===== config.mk =====
export PLATFORM = sky130hd
export DESIGN_NAME = ctrl_cmd_sequencer
export DESIGN_NICKNAME = d
export VERILOG_FILES = /design/src/rtl/ctrl_cmd_sequencer.sv
export SDC_FILE = /design/constraint.sdc
export NUM_CORES = 1
export LEC_CHECK = 0
export ABC_CLOCK_PERIOD_IN_PS = 2500
export BUFFER_PORTS_ARGS = -buffer_cell sky130_fd_sc_hd__buf_4
export CAP_MARGIN = 20
export CORE_MARGIN = 4
export CORE_UTILIZATION = 60
export DETAILED_ROUTE_END_ITERATION = 7
export HOLD_SLACK_MARGIN = 0.15
export PLACE_DENSITY = 0.85
export SETUP_SLACK_MARGIN = 0.02
export SYNTH_ARGS = -nofsm -noshare
export SYNTH_HDL_FRONTEND = slang
export SYNTH_SLANG_ARGS = --single-unit

===== constraint.sdc =====
create_clock -name clk_125 -period 2.5 [get_ports clk_125]
set_input_delay 0.125 -clock clk_125 [delete_from_list [all_inputs] [get_ports clk_125]]
set_output_delay 0.125 -clock clk_125 [all_outputs]
set_load 0.02 [all_outputs]

===== src/rtl/ctrl_cmd_sequencer.sv =====
// Control-port command sequencer: waits for a settled MMCM lock, debounces the
// start button, then streams a fixed list of 4-bit commands over valid/ready.
module ctrl_cmd_sequencer #(
  parameter int unsigned             DEBOUNCE_CYCLES    = 1250000,
  parameter int unsigned             LOCK_SETTLE_CYCLES = 1024,
  parameter int unsigned             CMD_COUNT          = 4,
  parameter logic [4*CMD_COUNT-1:0]  CMD_SEQ            = 16'h4321
) (
  input  logic       clk_125,
  input  logic       sys_rst,
  input  logic       mmcm_locked_i,
  input  logic       start_config,
  output logic [3:0] control_data,
  output logic       control_valid,
  input  logic       control_ready,
  output logic       seq_busy,
  output logic       seq_done,
  output logic       lock_lost
);

  localparam int unsigned DB_W  = (DEBOUNCE_CYCLES > 1) ? $clog2(DEBOUNCE_CYCLES) : 1;
  localparam int unsigned SET_W = (LOCK_SETTLE_CYCLES > 1) ? $clog2(LOCK_SETTLE_CYCLES) : 1;
  localparam int unsigned IDX_W = (CMD_COUNT > 1) ? $clog2(CMD_COUNT) : 1;

  localparam logic [1:0] S_WAIT_LOCK = 2'd0;
  localparam logic [1:0] S_ARMED     = 2'd1;
  localparam logic [1:0] S_SEND      = 2'd2;
  localparam logic [1:0] S_DONE      = 2'd3;

  logic             lock_s1_q, lock_s2_q, start_s1_q, start_s2_q;
  logic [DB_W-1:0]  db_cnt_q, db_cnt_d;
  logic             db_level_q, db_level_d;
  logic             press_q, press_d;
  logic [SET_W-1:0] settle_q, settle_d;
  logic [1:0]       state_q, state_d;
  logic [IDX_W-1:0] idx_q, idx_d;
  logic [3:0]       data_q, data_d;
  logic             valid_q, valid_d;
  logic             busy_q, busy_d;
  logic             done_q, done_d;
  logic             lost_q, lost_d;

  function automatic logic [3:0] cmd_at(input logic [IDX_W-1:0] i);
    return 4'(CMD_SEQ >> {i, 2'b00});
  endfunction

  // Debounce: the synced input must differ from the current level for
  // DEBOUNCE_CYCLES consecutive cycles before the level follows it.
  always_comb begin
    db_cnt_d   = db_cnt_q;
    db_level_d = db_level_q;
    press_d    = 1'b0;
    if (start_s2_q == db_level_q) begin
      db_cnt_d = '0;
    end else if (db_cnt_q == DB_W'(DEBOUNCE_CYCLES - 1)) begin
      db_level_d = start_s2_q;
      db_cnt_d   = '0;
      press_d    = start_s2_q;
    end else begin
      db_cnt_d = db_cnt_q + DB_W'(1);
    end
  end

  always_comb begin
    state_d  = state_q;
    settle_d = settle_q;
    idx_d    = idx_q;
    data_d   = data_q;
    valid_d  = valid_q;
    busy_d   = busy_q;
    done_d   = done_q;
    lost_d   = lost_q;
    if (state_q == S_WAIT_LOCK) begin
      valid_d = 1'b0;
      busy_d  = 1'b0;
      done_d  = 1'b0;
      if (!lock_s2_q) begin
        settle_d = '0;
      end else if (settle_q == SET_W'(LOCK_SETTLE_CYCLES - 1)) begin
        settle_d = '0;
        state_d  = S_ARMED;
      end else begin
        settle_d = settle_q + SET_W'(1);
      end
    end else if (!lock_s2_q) begin
      // Lock loss after arming abandons the sequence; pending press is dropped.
      state_d  = S_WAIT_LOCK;
      settle_d = '0;
      idx_d    = '0;
      valid_d  = 1'b0;
      busy_d   = 1'b0;
      done_d   = 1'b0;
      lost_d   = 1'b1;
    end else if (state_q == S_SEND) begin
      if (valid_q && control_ready) begin
        if (idx_q == IDX_W'(CMD_COUNT - 1)) begin
          state_d = S_DONE;
          valid_d = 1'b0;
          busy_d  = 1'b0;
          done_d  = 1'b1;
        end else begin
          idx_d  = idx_q + IDX_W'(1);
          data_d = cmd_at(idx_q + IDX_W'(1));
        end
      end
    end else if (press_q) begin
      state_d = S_SEND;
      idx_d   = '0;
      data_d  = cmd_at('0);
      valid_d = 1'b1;
      busy_d  = 1'b1;
      done_d  = 1'b0;
    end
  end

  always_ff @(posedge clk_125 or posedge sys_rst) begin
    if (sys_rst) begin
      lock_s1_q  <= 1'b0;
      lock_s2_q  <= 1'b0;
      start_s1_q <= 1'b0;
      start_s2_q <= 1'b0;
      db_cnt_q   <= '0;
      db_level_q <= 1'b0;
      press_q    <= 1'b0;
      settle_q   <= '0;
      state_q    <= S_WAIT_LOCK;
      idx_q      <= '0;
      data_q     <= '0;
      valid_q    <= 1'b0;
      busy_q     <= 1'b0;
      done_q     <= 1'b0;
      lost_q     <= 1'b0;
    end else begin
      lock_s1_q  <= mmcm_locked_i;
      lock_s2_q  <= lock_s1_q;
      start_s1_q <= start_config;
      start_s2_q <= start_s1_q;
      db_cnt_q   <= db_cnt_d;
      db_level_q <= db_level_d;
      press_q    <= press_d;
      settle_q   <= settle_d;
      state_q    <= state_d;
      idx_q      <= idx_d;
      data_q     <= data_d;
      valid_q    <= valid_d;
      busy_q     <= busy_d;
      done_q     <= done_d;
      lost_q     <= lost_d;
    end
  end

  assign control_data  = data_q;
  assign control_valid = valid_q;
  assign seq_busy      = busy_q;
  assign seq_done      = done_q;
  assign lock_lost     = lost_q;

endmodule


# After elaboration in Yosys (flattened, before gate mapping)
# Cells that the tools add are included.
[word_totals]
register_bits = 48
inputBits = 5
output_inout_bits = 8
word_cells = 83
[classes]
addsub = 3
eq_ne = 16
shift = 1
n_mux = 37
n_bitwise = 3
reduce_logical = 9
[ops]
columns = ["cell", "count"]
rows = [
  ["2-to-1 mux 21 bit", 2],
  ["2-to-1 mux 10 bit", 4],
  ["2-to-1 mux 2 bit", 13],
  ["adder 21 x 1 -> 21 bit (second input constant)", 1],
  ["== test 21 bit (second input constant)", 1],
  ["2-to-1 mux 4 bit", 4],
  [">> shifter 15 x 4 -> 4 bit (first input constant)", 1],
  ["2-to-1 mux 1 bit", 14],
  ["adder 10 x 1 -> 10 bit (second input constant)", 1],
  ["== test 10 bit (second input constant)", 1],
  ["AND reduction 5 bit", 2],
  ["!= test 4 x 3 -> 1 bit (second input constant)", 2],
  ["!= test 2 x 1 -> 1 bit (second input constant)", 3],
  ["== test 2 bit (second input constant)", 2],
  ["!= test 2 bit (second input constant)", 2],
  ["!= test 4 x 1 -> 1 bit (second input constant)", 1],
  ["AND reduction 2 bit", 2],
  ["AND reduction 4 bit", 1],
  ["!= test 3 x 1 -> 1 bit (second input constant)", 1],
  ["!= test 3 x 2 -> 1 bit (second input constant)", 1],
  ["!= test 3 bit (second input constant)", 1],
  ["NOT 1 bit", 3],
  ["AND reduction 3 bit", 1],
  ["adder 2 x 1 -> 2 bit (second input constant)", 1],
  ["other kinds (4)", 4],
]

# Depth between registers and ports, before layout
[depth]
depth_word = 6
mapped_depth = 7
depth_no_buf = 5

# Worst setup path after synthesis
# No wires, ideal clock.
[synth_path]
path_type = "reg2reg"
from = "reg db_cnt_q[0]"
to = "reg db_cnt_q[20]"
arrival_time_ps = 1766
slack_ps = 661
path_stages_with_launch = 7
n_path_buf = 1
period_less_slack_ps = 1839
path_cell_list = "dfrtp_1 ha_1 clkdlybuf4s18_2 nand4_1 or4_4 or3_1 a21oi_2"
[synth_via]
elab_chain_len = 3
word_cells_on_any_way = 4
[synth_lines]
columns = ["item", "line", "source"]
rows = [
  ["start, declared", "31", "logic [DB_W-1:0] db_cnt_q, db_cnt_d;"],
  ["start signal, assigned", "138", "db_cnt_q <= db_cnt_d;"],
  ["adder 21 x 1 -> 21 bit / == test 21 bit (equally long branches)", "60, 55", ""],
  ["2-to-1 mux 21 bit (*)", "55", "end else if (db_cnt_q == DB_W'(DEBOUNCE_CYCLES - 1)) begin"],
  ["2-to-1 mux 21 bit (*)", "53", "if (start_s2_q == db_level_q) begin"],
  ["net db_cnt_d[20]", "31", ""],
]
# The timed path passes the listed nets; every way through them passes the cells marked *.
# A chain may end at the register's enable or synchronous reset.

# Final worst setup path
[layout_path]
from = "reg db_cnt_q[18]"
to = "reg db_cnt_q[5]"
[layout_via]
elab_chain_len = 3
[layout_lines]
columns = ["item", "line"]
rows = [
  ["== test 21 bit", "55"],
  ["2-to-1 mux 21 bit", "55"],
  ["2-to-1 mux 21 bit", "53"],
  ["net db_cnt_d[5]", "31"],
]
# The timed path passes the listed nets, and every way through them passes these cells.

==> flow_metrics.py <==
metrics = {
    "global_routing": {
        "overflow": 0,
        "grt_pass1_vias": 1750,
        "antenna_found_initial": 0,
        "grt_pass1_wl_mm": 7.66,
        "grt_usage_pct": 19.0,
        "grt_start_max_net_pins": 48,
    },
    "clocking": {
        "tritoncts": "done",
        "post-cts-setup-buffers": 0,
        "clkTransAtPathRegs_ns": 0.09,
        "root_buffer": "clkbuf_8",
        "clkSinkCount": 47,
        "clock_latency_ns": 0.30,
        "cts.htree.levels": 2,
        "numCtsBuffers": 5,
        "cts_max_path_buffers": 2,
    },
    "power": {
        "power_mw": 1.29,
        "p_int_mw": 0.989,
        "cellLeakagePower_nw": 1.16,
        "p_per_area_mw_per_mm2": 503,
        "ir_worst_vdd_mv": 0.474,
        "power_frac_comb_pct": 4.7,
        "power_frac_seq_pct": 61.0,
        "swShare_pct": 23.5,
        "p_sw_mw": 0.303,
        "pwr-share-clk_pct": 34.3,
    },
    "synthesis": {
        "yosysUniqueCellTypes": 49,
        "ys_ff_latch": 47,
        "yosysSeqAreaShare_pct": 50.2,
        "yosysWarnings": 0,
        "synth.cell_area_mm2": 0.00234,
        "syn_avg_cell_area_um2": 10.0,
        "synthArstFlopShare_pct": 100,
        "synth_ff_type": "dfrtp_1",
        "netlist_instances": 233,
        "synth_edf_count": 0,
        "synth_fp_nets": 242,
    },
    "finish": {
        "area_growth_pct": 9.67,
        "nFillCells": 294,
        "layout-drive-gt1-share_pct": 12.4,
        "multi_input_area_mm2": 0.00109,
        "layout.cells.non_filler": 298,
        "area.sequential_mm2": 0.00118,
        "final_core_util_pct": 69.1,
        "final_area_mm2": 0.00257,
        "finalNetCount": 258,
        "antenna_cells": 0,
    },
    "setup_path": {
        "critPathKind": "reg -> reg",
        "rr_worst_depth": 5,
        "endpoint": "db_cnt_q[5]$_DFF_PP0_",
        "rrSetupSlack_ns": 0.57,
        "r2r_start": "db_cnt_q[18]$_DFF_PP0_",
        "required_ns": 2.68,
        "arrival_ns": 2.11,
        "path_max_fanout": 19,
        "crit_path_end_kind": "flop",
        "worst_setup_path_startpoint": "db_cnt_q[18]$_DFF_PP0_",
        "crit_path_start_kind": "flop",
        "rr_endpoint": "db_cnt_q[5]$_DFF_PP0_",
    },
    "run_status": {
        "run_status": "finished, final reports clean",
    },
    "detailed_routing": {
        "initialDrtViolationCount": 150,
        "vias": 1787,
        "dr.pass1.iters": 4,
        "route.detailed.drc": 0,
        "antenna_left": 0,
        "wl_per_cell_um": 14.5,
        "wl_mm": 4.31,
        "vias_per_cell": 6.00,
    },
    "placed_design": {
        "gp_congestion": 0.750,
        "dp_cells": 287,
        "placed_area_mm2": 0.00245,
        "portBuffers": 11,
        "dp_slack_ns": 0.612,
        "dpl.hpwl_mm": 3.01,
    },
    "sta": {
        "maxSlewViolCount": 0,
        "hold_ws_ns": 0.328,
        "hold_viol_final": 0,
        "setup_viol": 0,
        "rsz0062_at_grt": "no",
        "fmax_mhz": 519,
        "slew_headroom_pct": 37.9,
        "min_period_ns": 1.93,
        "finalCritPeriodShare_pct": 77.1,
        "worst-slew-pin-transition_ns": 0.931,
        "fin_setup_tns_ns": 0,
        "fin_ws_ns": 0.573,
        "fin_skew_ns": 0.00918,
    },
    "flow_run": {
        "max_cap_violations": 0,
    },
    "floorplan": {
        "die_w_um": 70.5,
        "initial_core_util_pct": 63.0,
        "die_area_mm2": 0.00497,
        "core_mm2": 0.00372,
        "io_pins": 13,
        "rows": 22,
        "die_h_um": 70.5,
    },
    "worst_hold_path": {
        "hold_path.class": "in -> reg",
    },
}
## per-layer routing
| layer | GRT usage (%) | routed length (um) | share of wire, % |
|---|---|---|---|
| met5 | 0 | 0 | 0 |
| met2 | 28.6 | 2000 | 46 |
| met3 | 4.03 | 224 | 5.2 |
| met1 | 25.7 | 2010 | 47 |
| met4 | 9.57 | 81 | 1.9 |
## flip-flops by register name, summed over array words and instances (netlist names)
name and cells:
seq_done 1, state_q 2, start_s1_q 1, lock_s2_q 1
press_q 1, settle_q 10, lock_lost 1, start_s2_q 1
seq_busy 1, lock_s1_q 1, db_level_q 1, db_cnt_q 21
idx_q 2, control_data 3
## cell usage after synthesis, types with 4 or more instances
master	instances	area, um^2
nand2_1	21	78.8
inv_1	6	22.5
nand4_1	8	50.1
a21oi_1	9	45.0
xnor2_1	7	61.3
o21ai_0	14	70.1
ha_1	4	50.1
nor4_1	4	25.0
and3_1	8	50.1
nor2_1	19	71.3
nor2b_1	4	25.0
nand3_1	9	45.0
or3_1	8	50.1
xor2_1	11	96.3
dfrtp_1	47	1180
## layout make-up
type                            count  share of cell area (%)
Sequential cell                    47                    45.8
Inverter                            6                   0.877
Multi-Input combinational cell    172                    42.4
Clock inverter                      3                   0.585
Clock buffer                        5                    2.68
Tap cell                           48                    2.34
Timing Repair Buffer               17                    5.26
## worst min-delay path by stage
stage / startpoint / endpoint / slack, ns / cells past startpoint
final: control_ready / seq_busy$_DFFE_PP0P_ / 0.33 / 5
after detailed placement: start_config / start_s1_q$_DFF_PP0_ / 0.24 / 1
after floorplan: mmcm_locked_i / lock_s1_q$_DFF_PP0_ / 0.16 / 0
after global routing: control_ready / seq_busy$_DFFE_PP0P_ / 0.35 / 5
after global placement: mmcm_locked_i / lock_s1_q$_DFF_PP0_ / 0.23 / 1
after CTS: control_ready / seq_busy$_DFFE_PP0P_ / 0.32 / 5
## timing repair
item / in CTS / in global routing
resized for setup: 0 / 0
endpoints found under the hold margin: 49 / 0
hold buffers: 3 / 0
## critical path: stages (launching register included)
cell and delay, ns:
dfrtp_1 0.42, or4b_1 0.51, nor4_1 0.30, a41o_1 0.25, buf_4 0.24, nor2_1 0.09
## power by group through the flow
stage	registers [mW]	logic [mW]	clock network, mW
final	0.788	0.0609	0.443
after global routing	0.791	0.0701	0.489
after CTS	0.787	0.0622	0.458
after detailed placement	0.803	0.0588	0
after global placement	0.802	0.0570	0
after floorplan	0.798	0.0457	0
## kinds of logic after synthesis
kind of cell / synth area share [%]
muxes: 1.39
xor gates and xnor gates: 6.73
buffers and inverters: 3.21
other: 0.160
AOI/OAI and AO/OA: 12.9
DFF: 50.2
and+or+nand+nor: 23.2
adders and majority gates: 2.14
## layout by cell type, fill, tap and decap left out, drive strengths merged, types with 3 or more instances in the layout
master       Yosys  routed
o21ai           14      14
a21boi           3       3
buf              5      14
nor4             4       4
a21o             3       3
dfrtp           47      47
clkinv           0       3
xnor2            7       7
nor3b            3       3
nor3             3       3
and2             3       3
nor2            19      19
or3              8       8
a22o             3       3
nand3            9       9
a21oi           10      10
xor2            11      11
inv              6       6
dlygate4sd3      0       3
nand2           21      21
nand4            9       9
ha               4       4
and3             8       8
clkbuf           2       5
nor2b            4       4
Note: power is estimated with default switching activity, not from simulation.
